## config.mk

```make
export PLATFORM = sky130hd
export DESIGN_NAME = l1_lookup_arb
export DESIGN_NICKNAME = d
export VERILOG_FILES = /design/src/rtl/l1_lookup_arb_pkg.sv /design/src/rtl/l1_lookup_arb_starve_cnt.sv /design/src/rtl/l1_lookup_arb.sv
export SDC_FILE = /design/constraint.sdc
export NUM_CORES = 1
export LEC_CHECK = 0
export BUFFER_PORTS_ARGS = -buffer_cell sky130_fd_sc_hd__buf_2
export CORE_ASPECT_RATIO = 1.1
export CORE_MARGIN = 4
export CORE_UTILIZATION = 50
export CTS_BUF_LIST = sky130_fd_sc_hd__clkbuf_4 sky130_fd_sc_hd__clkbuf_8
export DETAILED_ROUTE_END_ITERATION = 8
export HOLD_SLACK_MARGIN = 0.08
export MAX_ROUTING_LAYER = met4
export PLACE_DENSITY = 0.8
export SETUP_SLACK_MARGIN = 0.02
export SLEW_MARGIN = 10
export SYNTH_ARGS = -nofsm -noshare
export SYNTH_HDL_FRONTEND = slang
export SYNTH_SLANG_ARGS = --single-unit
```

## constraint.sdc

```tcl
create_clock -name clk -period 2.3 [get_ports clk]
set_clock_uncertainty 0.15 [all_clocks]
set_input_delay 0.345 -clock clk [delete_from_list [all_inputs] [get_ports clk]]
set_output_delay 0.345 -clock clk [all_outputs]
set_load 0.02 [all_outputs]
```

## src/rtl/l1_lookup_arb_pkg.sv

```systemverilog
// Shared definitions for the L1 lookup arbiter: index width, FSM states and
// lookup-source encodings.
package l1_lookup_arb_pkg;

  localparam int CORE_IDX_WIDTH = 6;
  localparam int STARVE_W       = 4;

  typedef enum logic [1:0] {
    INIT   = 2'd0,
    RUN    = 2'd1,
    LOCKED = 2'd2
  } state_t;

  localparam logic SRC_CORE = 1'b0;
  localparam logic SRC_FILL = 1'b1;

endpackage

```

## src/rtl/l1_lookup_arb_starve_cnt.sv

```systemverilog
// Saturating core-starvation counter with increment, clear and a compare
// against the forced-win limit.
module l1_starve_cnt
  import l1_lookup_arb_pkg::*;
#(
  parameter int LIMIT = 4
) (
  input  logic clk,
  input  logic rst_n,
  input  logic i_inc,
  input  logic i_clr,
  output logic o_at_limit
);

  logic [STARVE_W-1:0] r_cnt;

  // NOTE: reset is synchronous, so it lives inside the clocked branch and
  // state uses non-blocking assignments to avoid ordering races.
  always_ff @(posedge clk) begin
    if (!rst_n) begin
      r_cnt <= '0;
    end else if (i_clr) begin
      r_cnt <= '0;
    end else if (i_inc && (r_cnt != '1)) begin
      r_cnt <= r_cnt + 1'b1;
    end
  end

  assign o_at_limit = (r_cnt == LIMIT[STARVE_W-1:0]);

endmodule

```

## src/rtl/l1_lookup_arb.sv

```systemverilog
// Arbitrates core lookups against refill requests for the shared tag/LRU
// stage, holding a set lock while a refill is in flight.
module l1_lookup_arb
  import l1_lookup_arb_pkg::*;
#(
  parameter int IDX_W      = CORE_IDX_WIDTH,
  parameter int STARVE_MAX = 4
) (
  input  logic             clk,
  input  logic             rst_n,
  input  logic             c_req,
  input  logic [IDX_W-1:0] c_idx,
  output logic             c_gnt,
  input  logic             f_req,
  input  logic [IDX_W-1:0] f_idx,
  output logic             f_gnt,
  input  logic             f_done,
  output logic             lk_req,
  output logic [IDX_W-1:0] lk_idx,
  input  logic             lk_ready,
  output logic             lk_val_r,
  output logic             lk_src_r,
  output logic             err
);

  state_t           r_state;
  state_t           w_state_nxt;
  state_t           w_eff_state;
  logic [IDX_W-1:0] r_lock_idx;
  logic             w_c_gnt;
  logic             w_f_gnt;
  logic             w_starve_hit;

  // The cycle lk_ready is first seen already arbitrates as RUN; reset or a
  // dropped lk_ready silences every grant immediately.
  always_comb begin
    w_eff_state = r_state;
    if (!rst_n || !lk_ready) begin
      w_eff_state = INIT;
    end else if (r_state == INIT) begin
      w_eff_state = RUN;
    end
  end

  // NOTE: every always_comb output gets a default first so no latch is inferred.
  always_comb begin
    w_c_gnt = 1'b0;
    w_f_gnt = 1'b0;
    unique case (w_eff_state)
      RUN: begin
        w_f_gnt = f_req && !(c_req && w_starve_hit);
        w_c_gnt = c_req && !w_f_gnt;
      end
      LOCKED:  w_c_gnt = c_req && (c_idx != r_lock_idx);
      default: ;
    endcase
  end

  always_comb begin
    w_state_nxt = r_state;
    unique case (r_state)
      INIT: begin
        if (lk_ready) w_state_nxt = w_f_gnt ? LOCKED : RUN;
      end
      RUN: begin
        if (!lk_ready)    w_state_nxt = INIT;
        else if (w_f_gnt) w_state_nxt = LOCKED;
      end
      LOCKED: begin
        if (!lk_ready)   w_state_nxt = INIT;
        else if (f_done) w_state_nxt = RUN;
      end
      default: w_state_nxt = INIT;
    endcase
  end

  always_ff @(posedge clk) begin
    if (!rst_n) begin
      r_state    <= INIT;
      r_lock_idx <= '0;
      lk_val_r   <= 1'b0;
      lk_src_r   <= SRC_CORE;
      err        <= 1'b0;
    end else begin
      r_state  <= w_state_nxt;
      lk_val_r <= lk_req;
      lk_src_r <= w_f_gnt ? SRC_FILL : SRC_CORE;
      if (w_f_gnt) r_lock_idx <= f_idx;
      if (f_done && ((r_state != LOCKED) || w_f_gnt)) err <= 1'b1;
    end
  end

  // Lock-blocked core cycles neither increment nor clear the starvation count.
  l1_starve_cnt #(
    .LIMIT(STARVE_MAX)
  ) u_starve (
    .clk       (clk),
    .rst_n     (rst_n),
    .i_inc     (c_req && w_f_gnt),
    .i_clr     (w_c_gnt || !c_req),
    .o_at_limit(w_starve_hit)
  );

  assign c_gnt  = w_c_gnt;
  assign f_gnt  = w_f_gnt;
  assign lk_req = w_c_gnt || w_f_gnt;
  assign lk_idx = w_f_gnt ? f_idx : c_idx;

endmodule
```

==> impl_metrics.py, run 1 <==
metrics = {
    "cts": {
        "clkTransAtPathRegs_ps": 100,
        "cts_buffers": 3,
        "cts.sinks": 15,
        "cts-root-buf": "clkbuf_4",
        "cts_buffer_depth": 2,
        "htreeDepth": 1,
        "cts_tree": "done",
        "cts_hold_buffers": 0,
        "clock_latency_ps": 280,
    },
    "finish": {
        "diodes": 0,
        "layout_common_cells": "buf_2 (27), nand2_1 (26), dfxtp_1 (14)",
        "multiInputGateArea_um2": 566,
        "nets": 163,
        "synthToLayoutAreaGrowth_pct": 34.8,
        "drive_gt1_frac": 0.393,
        "ff_latch_area_um2": 304,
        "layout.cells.non_filler": 157,
        "final_common_cell": "buf_2",
        "num-fill-cells": 127,
    },
    "logic_synthesis": {
        "ys_ff_latch": 15,
        "ys_top_cells_by_area": "dfxtp_1 (35%), nand2_1 (11%), xnor2_1 (7.2%)",
        "netlist-cell-type-count": 29,
        "syn_avg_cell_area_um2": 8.22,
        "syn_inst": 104,
        "syn-cell-area_um2": 855,
        "synth_top_cell_by_area": "dfxtp_1",
        "seq_area_frac_synth": 0.351,
        "synth_top_area_frac": 0.351,
        "yosys_warnings": 0,
        "syn-num-nets": 126,
    },
    "grt": {
        "grt_max_degree": 11,
        "grt_first_pass_wirelength_um": 3250,
        "gr-usage-all-layers": 0.186,
        "antenna_found_initial": 0,
        "globalRouteOverflowTotal": 0,
        "first_global_vias": 786,
    },
    "sta": {
        "hold_violations": 0,
        "rsz0062_at_grt": "true",
        "fin_crit_sh": 0.962,
        "relSlewSlack": 0.785,
        "min_period_ps": 2210,
        "setup_viol": 0,
        "worstMarginPinSlew_ps": 323,
        "fmax_ghz": 0.452,
        "hold_slack_ps": 172,
        "report.final.slew_viol_count": 0,
    },
    "run": {
        "drv_cap": 0,
    },
    "critical_path": {
        "r2r-end": "u_starve.r_cnt[1]",
        "cp_num_cells": 9,
        "crit_family": "simple AND/OR/NAND/NOR gates",
        "r2r_start": "r_state[1]",
        "crit_type": "flop to output port",
        "r2r_slack_ps": 480,
        "crit_top_cell": "nand2_1",
        "critPathArrivalTime_ps": 1720,
        "critical_path_buf_inv_count": 3,
        "reg2regPathDepth": 8,
        "crit_path_max_incr_delay_ps": 380,
        "slowest_stage": "dfxtp_4",
        "endpoint_kind": "output port",
        "cp.required_ps": 1800,
        "cp_max_fo": 7,
        "cp_cell_sequence": "nand2b_4 > nand3_2 > inv_1 > ha_2 > nand3_4 > buf_6 > nand2_1 > nand2_1 > buf_2",
        "cp-start-kind": "flop",
    },
    "placed_design": {
        "dp_hpwl_um": 1550,
        "gp_congestion": 0.839,
        "numPortBuffers": 29,
        "dp_cells": 150,
    },
    "detailed_routing": {
        "drt_iter0_drc": 14,
        "wl_met1_um": 885,
        "routed.top_layer": "met3",
        "wirelength_um": 2050,
        "drtPass1Iterations": 4,
        "via_count": 842,
        "wl_met2_um": 1020,
        "drc_errors": 0,
        "vias_per_cell": 5.36,
        "ant_nets": 0,
        "wl_met3_um": 139,
        "wl_per_cell_um": 13.0,
    },
    "min_path": {
        "min_path_type": "primary input to flop",
        "hold_depth": 3,
        "holdPathEnd": "r_lock_idx[4]",
        "hp-start": "f_idx[4]",
    },
    "power_and_ir_drop": {
        "p_leak_nw": 0.555,
        "cellPowerDensity_nw_per_um2": 464,
        "irDropWorstVdd_mv": 0.246,
    },
    "die": {
        "die_h_um": 51.4,
        "start_util": 0.536,
        "num_rows": 15,
        "die_x_um": 47.4,
        "ios": 30,
        "core-area_um2": 1600,
        "die_area_um2": 2440,
    },
    "outcome": {
        "status": "finished, final reports clean",
    },
}
-- repair_timing --
| action | CTS | global route |
|---|---|---|
| hold endpoints to repair | 0 | 0 |
| endpoints found under the setup margin | 8 | 8 |
| setup buffers | 1 | 2 |
| cloned | 0 | 0 |
| gates resized for setup | 7 | 13 |
| pin swaps | 1 | 4 |
-- final cells by class --
cell class | count | share of cell area
clock inverter | 1 | 0.00434
tap | 17 | 0.0185
multi-input combinational | 78 | 0.491
clock buffer | 3 | 0.0195
timing repair buffer | 34 | 0.169
sequential | 15 | 0.264
inverter | 9 | 0.0337
-- routing by layer --
layer  GRT usage  vias to the layer above
met5           -                        -
met4      0.0276                        0
met3      0.0458                        0
met2       0.308                       24
met1       0.227                      395
li1            -                      423
-- sequential cells by signal, summed over array words and instances, names as in the netlist --
name,count
r_lock_idx,6
u_starve.r_cnt,4
r_state,2
err,1
lk_src_r,1
lk_val_r,1
-- stage by stage --
| step | worst slack [ps] | util | TNS (ps) | cell area, µm² | power, mW |
|---|---|---|---|---|---|
| after floorplan | 305 | - | 0 | 855 | 0.337 |
| after global placement | 211 | 0.642 | 0 | 1020 | 0.376 |
| after detailed placement | 204 | 0.642 | 0 | 1020 | 0.378 |
| after CTS | 14.2 | 0.682 | 0 | 1090 | 0.529 |
| after global routing | -17.3 | 0.722 | -28.7 | 1150 | 0.566 |
| final | 88.5 | 0.722 | 0 | 1150 | 0.535 |
-- cell usage after synthesis --
cell type  number
o22ai_1         3
a21oi_1         1
mux2i_1         1
ha_1            4
a21boi_2        2
a311oi_2        1
dfxtp_1        15
o221a_2         1
nor2_1          2
or2b_1          1
nand3_2         1
buf_4           1
nand2_1        26
a21boi_1        6
and2_1          3
and3_1          4
o211a_1         1
inv_2           1
nand4b_1        1
clkbuf_1        1
nand3b_1        1
mux2_4          1
o21ai_1         1
nand3_1         4
inv_1           8
nand2b_1        1
nor2b_1         2
xnor2_1         7
nand4_1         3
-- power breakdown --
part / leakage, nW / total (mW) / internal [mW] / switching [mW]
Sequential: 0.123 / 0.271 / 0.266 / 0.00498
Clock: 0.0177 / 0.152 / 0.0644 / 0.0871
Combinational: 0.414 / 0.112 / 0.0503 / 0.0621
-- worst register-to-register path, stage by stage (launching register included) --
cell      delay, ps
dfxtp_4         380
nand2b_4         90
nand3_2         110
inv_1            80
ha_2            200
and3_1          200
a21boi_2        230
mux2i_1         210
nor2b_1          60
-- worst max-delay path by stage --
| stage | start | end | slack (ps) |
|---|---|---|---|
| 2_1_floorplan | rst_n | lk_req | 310 |
| 3_3_place_gp | rst_n | lk_req | 210 |
| 3_5_place_dp | rst_n | lk_req | 200 |
| 4_1_cts | r_state[1] | lk_req | 10 |
| 5_1_grt | r_state[0] | lk_idx[2] | -20 |
| 6_report | r_state[1] | lk_idx[2] | 90 |
-- cells by family (layout without fill, tap and decap cells) --
logic type	count (synthesis)	in the layout	synth area share
compound gates	16	16	0.155
xor+xnor	7	7	0.0717
fa+ha+maj	4	4	0.0586
buf+inv	11	47	0.0527
flops	15	15	0.351
mux	2	2	0.0293
simple gates	49	49	0.281
No activity file was read; power rests on OpenSTA's default activity.
==> inputs of run 2 (changes only) <==
- CAP_MARGIN: default -> 0
- CELL_PAD_IN_SITES_DETAIL_PLACEMENT: default -> 1
- CELL_PAD_IN_SITES_GLOBAL_PLACEMENT: default -> 1
- CORE_UTILIZATION: 50 -> 39
- PLACE_DENSITY: 0.8 -> default
- PLACE_DENSITY_LB_ADDON: default -> 0.1
- clock period: 2.3 -> 2.7 ns (I/O delays scaled with it)
==> impl_metrics.py, run 2 (synthesis gave the netlist of run 1 again) <==
metrics = {
    "outcome": {
        "status": "finished, final reports clean",
    },
    "die": {
        "die_area_um2": 3000,
        "ios": 30,
        "die_h_um": 57.1,
        "core-area_um2": 2040,
        "start_util": 0.419,
        "num_rows": 17,
        "die_x_um": 52.6,
    },
    "critical_path": {
        "cp_max_fo": 10,
        "cp_cell_sequence": "nand2b_1 > nand3_1 > inv_1 > ha_1 > nand3_2 > inv_2 > nand2_1 > nand2_1 > buf_2",
        "endpoint_kind": "output port",
        "crit_family": "simple AND/OR/NAND/NOR gates",
        "crit_path_max_incr_delay_ps": 350,
        "crit_top_cell": "nand2_1",
        "crit_start": "r_state[1]",
        "cp.required_ps": 2140,
        "cp_num_cells": 9,
        "cp-start-kind": "flop",
        "r2r_start": "r_state[1]",
        "slowest_stage": "dfxtp_1",
        "reg2regPathDepth": 8,
        "critical_path_buf_inv_count": 3,
        "crit_type": "flop to output port",
        "critPathArrivalTime_ps": 1920,
        "r2r-end": "u_starve.r_cnt[0]",
        "r2r_slack_ps": 850,
    },
    "detailed_routing": {
        "drt_iter0_drc": 7,
        "wirelength_um": 2130,
        "wl_met3_um": 105,
        "vias_per_cell": 5.04,
        "drtPass1Iterations": 4,
        "routed.top_layer": "met4",
        "via_count": 826,
        "ant_nets": 0,
        "drc_errors": 0,
        "wl_per_cell_um": 13.0,
        "wl_met1_um": 942,
        "wl_met2_um": 1050,
    },
    "cts": {
        "cts_buffers": 3,
        "postCtsSetupBuffers": 0,
        "cts-root-buf": "clkbuf_4",
        "htreeDepth": 1,
        "cts_buffer_depth": 2,
        "cts_resized": 0,
        "clock_latency_ps": 280,
        "cts_hold_buffers": 0,
        "cts_tree": "done",
        "cts.sinks": 15,
        "clkTransAtPathRegs_ps": 90,
    },
    "finish": {
        "nets": 159,
        "largest_reg_flops": 6,
        "layout.cells.non_filler": 164,
        "diodes": 0,
        "layout_common_cells": "buf_2 (29), nand2_1 (26), dfxtp_1 (15)",
        "largest-register": "r_lock_idx",
        "final_common_cell": "buf_2",
        "synthToLayoutAreaGrowth_pct": 24.2,
        "num-fill-cells": 282,
        "drive_gt1_frac": 0.301,
        "fin_util": 0.520,
        "reg_top3": "r_lock_idx x6, u_starve.r_cnt x4, r_state x2",
    },
    "placed_design": {
        "numPortBuffers": 29,
        "gp_congestion": 0.759,
        "place_ws_ps": 330,
        "dp_hpwl_um": 1730,
        "dp_cells": 160,
    },
    "sta": {
        "report.final.slew_viol_count": 0,
        "setup_tns_ps": 0,
        "relSlewSlack": 0.770,
        "min_period_ps": 2480,
        "hold_violations": 0,
        "worst_slack_ps": 222,
        "rsz0062_at_grt": "false",
        "setup_viol": 0,
        "fin_crit_sh": 0.918,
        "worstMarginPinSlew_ps": 346,
        "fmax_ghz": 0.403,
    },
    "grt": {
        "grt_first_pass_wirelength_um": 3770,
        "globalRouteOverflowTotal": 0,
        "first_global_vias": 887,
        "gr-usage-all-layers": 0.166,
        "grt_max_degree": 16,
        "antenna_found_initial": 0,
    },
    "min_path": {
        "hp-start": "f_idx[1]",
        "hold_depth": 3,
        "min_path_type": "primary input to flop",
        "holdPathEnd": "r_lock_idx[1]",
    },
    "power_and_ir_drop": {
        "irDropWorstVdd_mv": 0.234,
        "p_leak_nw": 0.531,
        "cellPowerDensity_nw_per_um2": 433,
    },
    "run": {
        "drv_cap": 0,
    },
}
run 2: cell count changes in the layout (fill, tap and decap cells not counted), sizes merged:
cell,change
buf,-4
clkbuf,+1
clkinv,-1
run 2: how the worst max path moves through the flow:
stage	endpoint	slack, ps
2_1_floorplan	lk_req	590
4_1_cts	lk_idx[2]	180
5_1_grt	lk_idx[2]	40
3_3_place_gp	lk_req	390
6_report	lk_idx[2]	220
3_5_place_dp	lk_req	330
run 2: area by class of cell:
cell class | instances | area (µm²) | share of cell area
inverters | 9 | 33.8 | 0.0318
flip-flops and latches | 15 | 300 | 0.283
repair buffers | 30 | 153 | 0.144
well taps | 28 | 35.0 | 0.0330
clock buffers | 4 | 30.0 | 0.0283
multi-input cells | 78 | 509 | 0.480
run 2: power breakdown:
group	switching, mW	internal, mW
Clock	0.0745	0.0675
Combinational	0.0503	0.0358
Sequential	0.00341	0.228
run 2: worst reg2reg max path, delay by kind of cell, from the launching register on:
family	cells	cell delay [ps]
AOI/OAI and AO/OA	1	180
xor gates and xnor gates	1	130
adders and majority gates	1	220
buffers and inverters	1	60
DFF	1	390
and+or+nand+nor	4	630
run 2: through the flow:
step / total power [mW] / hold slack (ps) / instance area, µm²
2_1_floorplan: 0.287 / 298 / 855
3_3_place_gp: 0.321 / 304 / 1030
3_5_place_dp: 0.323 / 315 / 1030
4_1_cts: 0.467 / 218 / 1060
5_1_grt: 0.483 / 226 / 1060
6_report: 0.459 / 225 / 1060
run 2: routing by layer:
metal	vias up	track usage
li1	413	-
met1	385	0.203
met2	24	0.277
met3	4	0.0235
met4	0	0.0547
met5	-	-
==> inputs of run 3 (changes only) <==
- BUFFER_PORTS_ARGS: -buffer_cell sky130_fd_sc_hd__buf_2 -> -buffer_cell sky130_fd_sc_hd__clkbuf_2
==> impl_metrics.py, run 3 (synthesis gave the netlist of run 1 again) <==
metrics = {
    "sta": {
        "worstMarginPinSlew_ps": 428,
        "report.final.slew_viol_count": 0,
        "min_period_ps": 2520,
        "rsz0062_at_grt": "false",
        "setup_viol": 0,
        "fmax_ghz": 0.397,
        "relSlewSlack": 0.715,
        "setup_tns_ps": 0,
        "worst_slack_ps": 182,
        "hold_violations": 0,
        "fin_crit_sh": 0.933,
    },
    "cts": {
        "cts_buffers": 3,
        "clock_latency_ps": 300,
        "cts_hold_buffers": 0,
        "cts.sinks": 15,
        "htreeDepth": 1,
        "cts_buffer_depth": 2,
        "cts_resized": 0,
        "postCtsSetupBuffers": 0,
        "cts-root-buf": "clkbuf_4",
        "cts_tree": "done",
        "clkTransAtPathRegs_ps": 100,
    },
    "detailed_routing": {
        "wl_per_cell_um": 13.3,
        "via_count": 841,
        "wirelength_um": 2170,
        "drc_errors": 0,
        "ant_nets": 0,
        "drtPass1Iterations": 4,
        "vias_per_cell": 5.13,
        "drt_iter0_drc": 14,
    },
    "placed_design": {
        "place_area_um2": 1030,
        "dp_hpwl_um": 1710,
        "place_ws_ps": 295,
        "gp_congestion": 0.695,
        "numPortBuffers": 29,
    },
    "power_and_ir_drop": {
        "power.total_uw": 453,
        "intPower_uw": 318,
        "power_frac_comb": 0.192,
        "power.net_switching_uw": 134,
        "power_frac_clock": 0.297,
        "p_leak_nw": 0.532,
        "irDropWorstVdd_mv": 0.334,
        "seqPwrFrac": 0.510,
        "swShare": 0.296,
        "cellPowerDensity_nw_per_um2": 426,
    },
    "grt": {
        "antenna_found_initial": 0,
        "gr-usage-all-layers": 0.171,
        "first_global_vias": 894,
        "grt_max_degree": 16,
        "globalRouteOverflowTotal": 0,
        "grt_first_pass_wirelength_um": 3770,
    },
    "critical_path": {
        "crit_type": "flop to output port",
        "cp-start-kind": "flop",
        "cp.required_ps": 2140,
        "r2r_slack_ps": 690,
        "cp_max_fo": 4,
        "reg2regPathDepth": 7,
        "r2r_start": "r_state[1]",
        "critPathArrivalTime_ps": 1960,
        "r2r-end": "u_starve.r_cnt[3]",
        "endpoint_kind": "output port",
        "crit_start": "r_state[1]",
    },
    "die": {
        "die_x_um": 52.6,
        "core-area_um2": 2040,
        "num_rows": 17,
        "die_h_um": 57.1,
        "start_util": 0.419,
        "die_area_um2": 3000,
        "ios": 30,
    },
    "finish": {
        "largest_reg_flops": 6,
        "nets": 159,
        "layout_common_cells": "clkbuf_2 (29), nand2_1 (26), dfxtp_1 (15)",
        "drive_gt1_frac": 0.309,
        "ff_latch_area_um2": 300,
        "fin_util": 0.520,
        "largest-register": "r_lock_idx",
        "final_common_cell": "clkbuf_2",
        "reg_top3": "r_lock_idx x6, u_starve.r_cnt x4, r_state x2",
        "multiInputGateArea_um2": 513,
        "design_area_um2": 1060,
        "synthToLayoutAreaGrowth_pct": 24.3,
        "diodes": 0,
        "num-fill-cells": 274,
    },
    "outcome": {
        "status": "finished, final reports clean",
    },
    "min_path": {
        "hp-start": "f_idx[1]",
        "min_path_type": "primary input to flop",
        "holdPathEnd": "r_lock_idx[1]",
        "hold_depth": 3,
    },
    "run": {
        "drv_cap": 0,
    },
}
[run 3: cell types whose count changed in the layout (fill, tap and decap cells not counted)]
cell      before  now
clkbuf_2       0   29
buf_2         29    0
clkbuf_4       4    3
clkinv_2       0    1
o21ai_2        0    1
o21ai_1        1    0
[run 3: worst max path at each step]
| stage | slack [ps] | endpoint | depth (start not counted) |
|---|---|---|---|
| after global placement | 410 | lk_req | 9 |
| after global routing | 40 | lk_req | 7 |
| after floorplan | 590 | lk_req | 6 |
| final | 180 | lk_req | 7 |
| after detailed placement | 290 | lk_req | 9 |
| after CTS | 140 | lk_req | 8 |
[run 3: routing by layer]
metal,vias to the layer above,track usage,share of wire
met5,-,-,0
met4,0,0.0365,0.0087
met3,3,0.0548,0.056
met2,23,0.287,0.51
met1,403,0.197,0.42
li1,412,-,-
[run 3: power groups by stage]
stage	Clock (mW)	Sequential [mW]	Combinational, mW
final	0.134	0.231	0.0871
after global routing	0.156	0.232	0.0972
after CTS	0.140	0.231	0.0881
after detailed placement	0	0.236	0.0874
after global placement	0	0.236	0.0846
after floorplan	0	0.238	0.0487
[run 3: stage by stage]
step	hold WS (ps)	cells
6_report	201	164
5_1_grt	186	164
4_1_cts	196	164
3_5_place_dp	314	160
3_3_place_gp	306	160
2_1_floorplan	298	104
[run 3: area by class of cell]
cell class | count | area share
Sequential cell | 15 | 0.283
Clock inverter | 1 | 0.00471
Inverter | 9 | 0.0318
Tap cell | 28 | 0.0330
Multi-Input combinational cell | 78 | 0.483
Clock buffer | 3 | 0.0212
Timing Repair Buffer | 30 | 0.144
[run 3: critical path, stage by stage (launching register included)]
cell	delay, ps
dfxtp_1	350
nand2b_1	180
nand3_1	150
ha_1	340
a311oi_2	280
o21ai_2	130
nand2_1	80
clkbuf_2	160
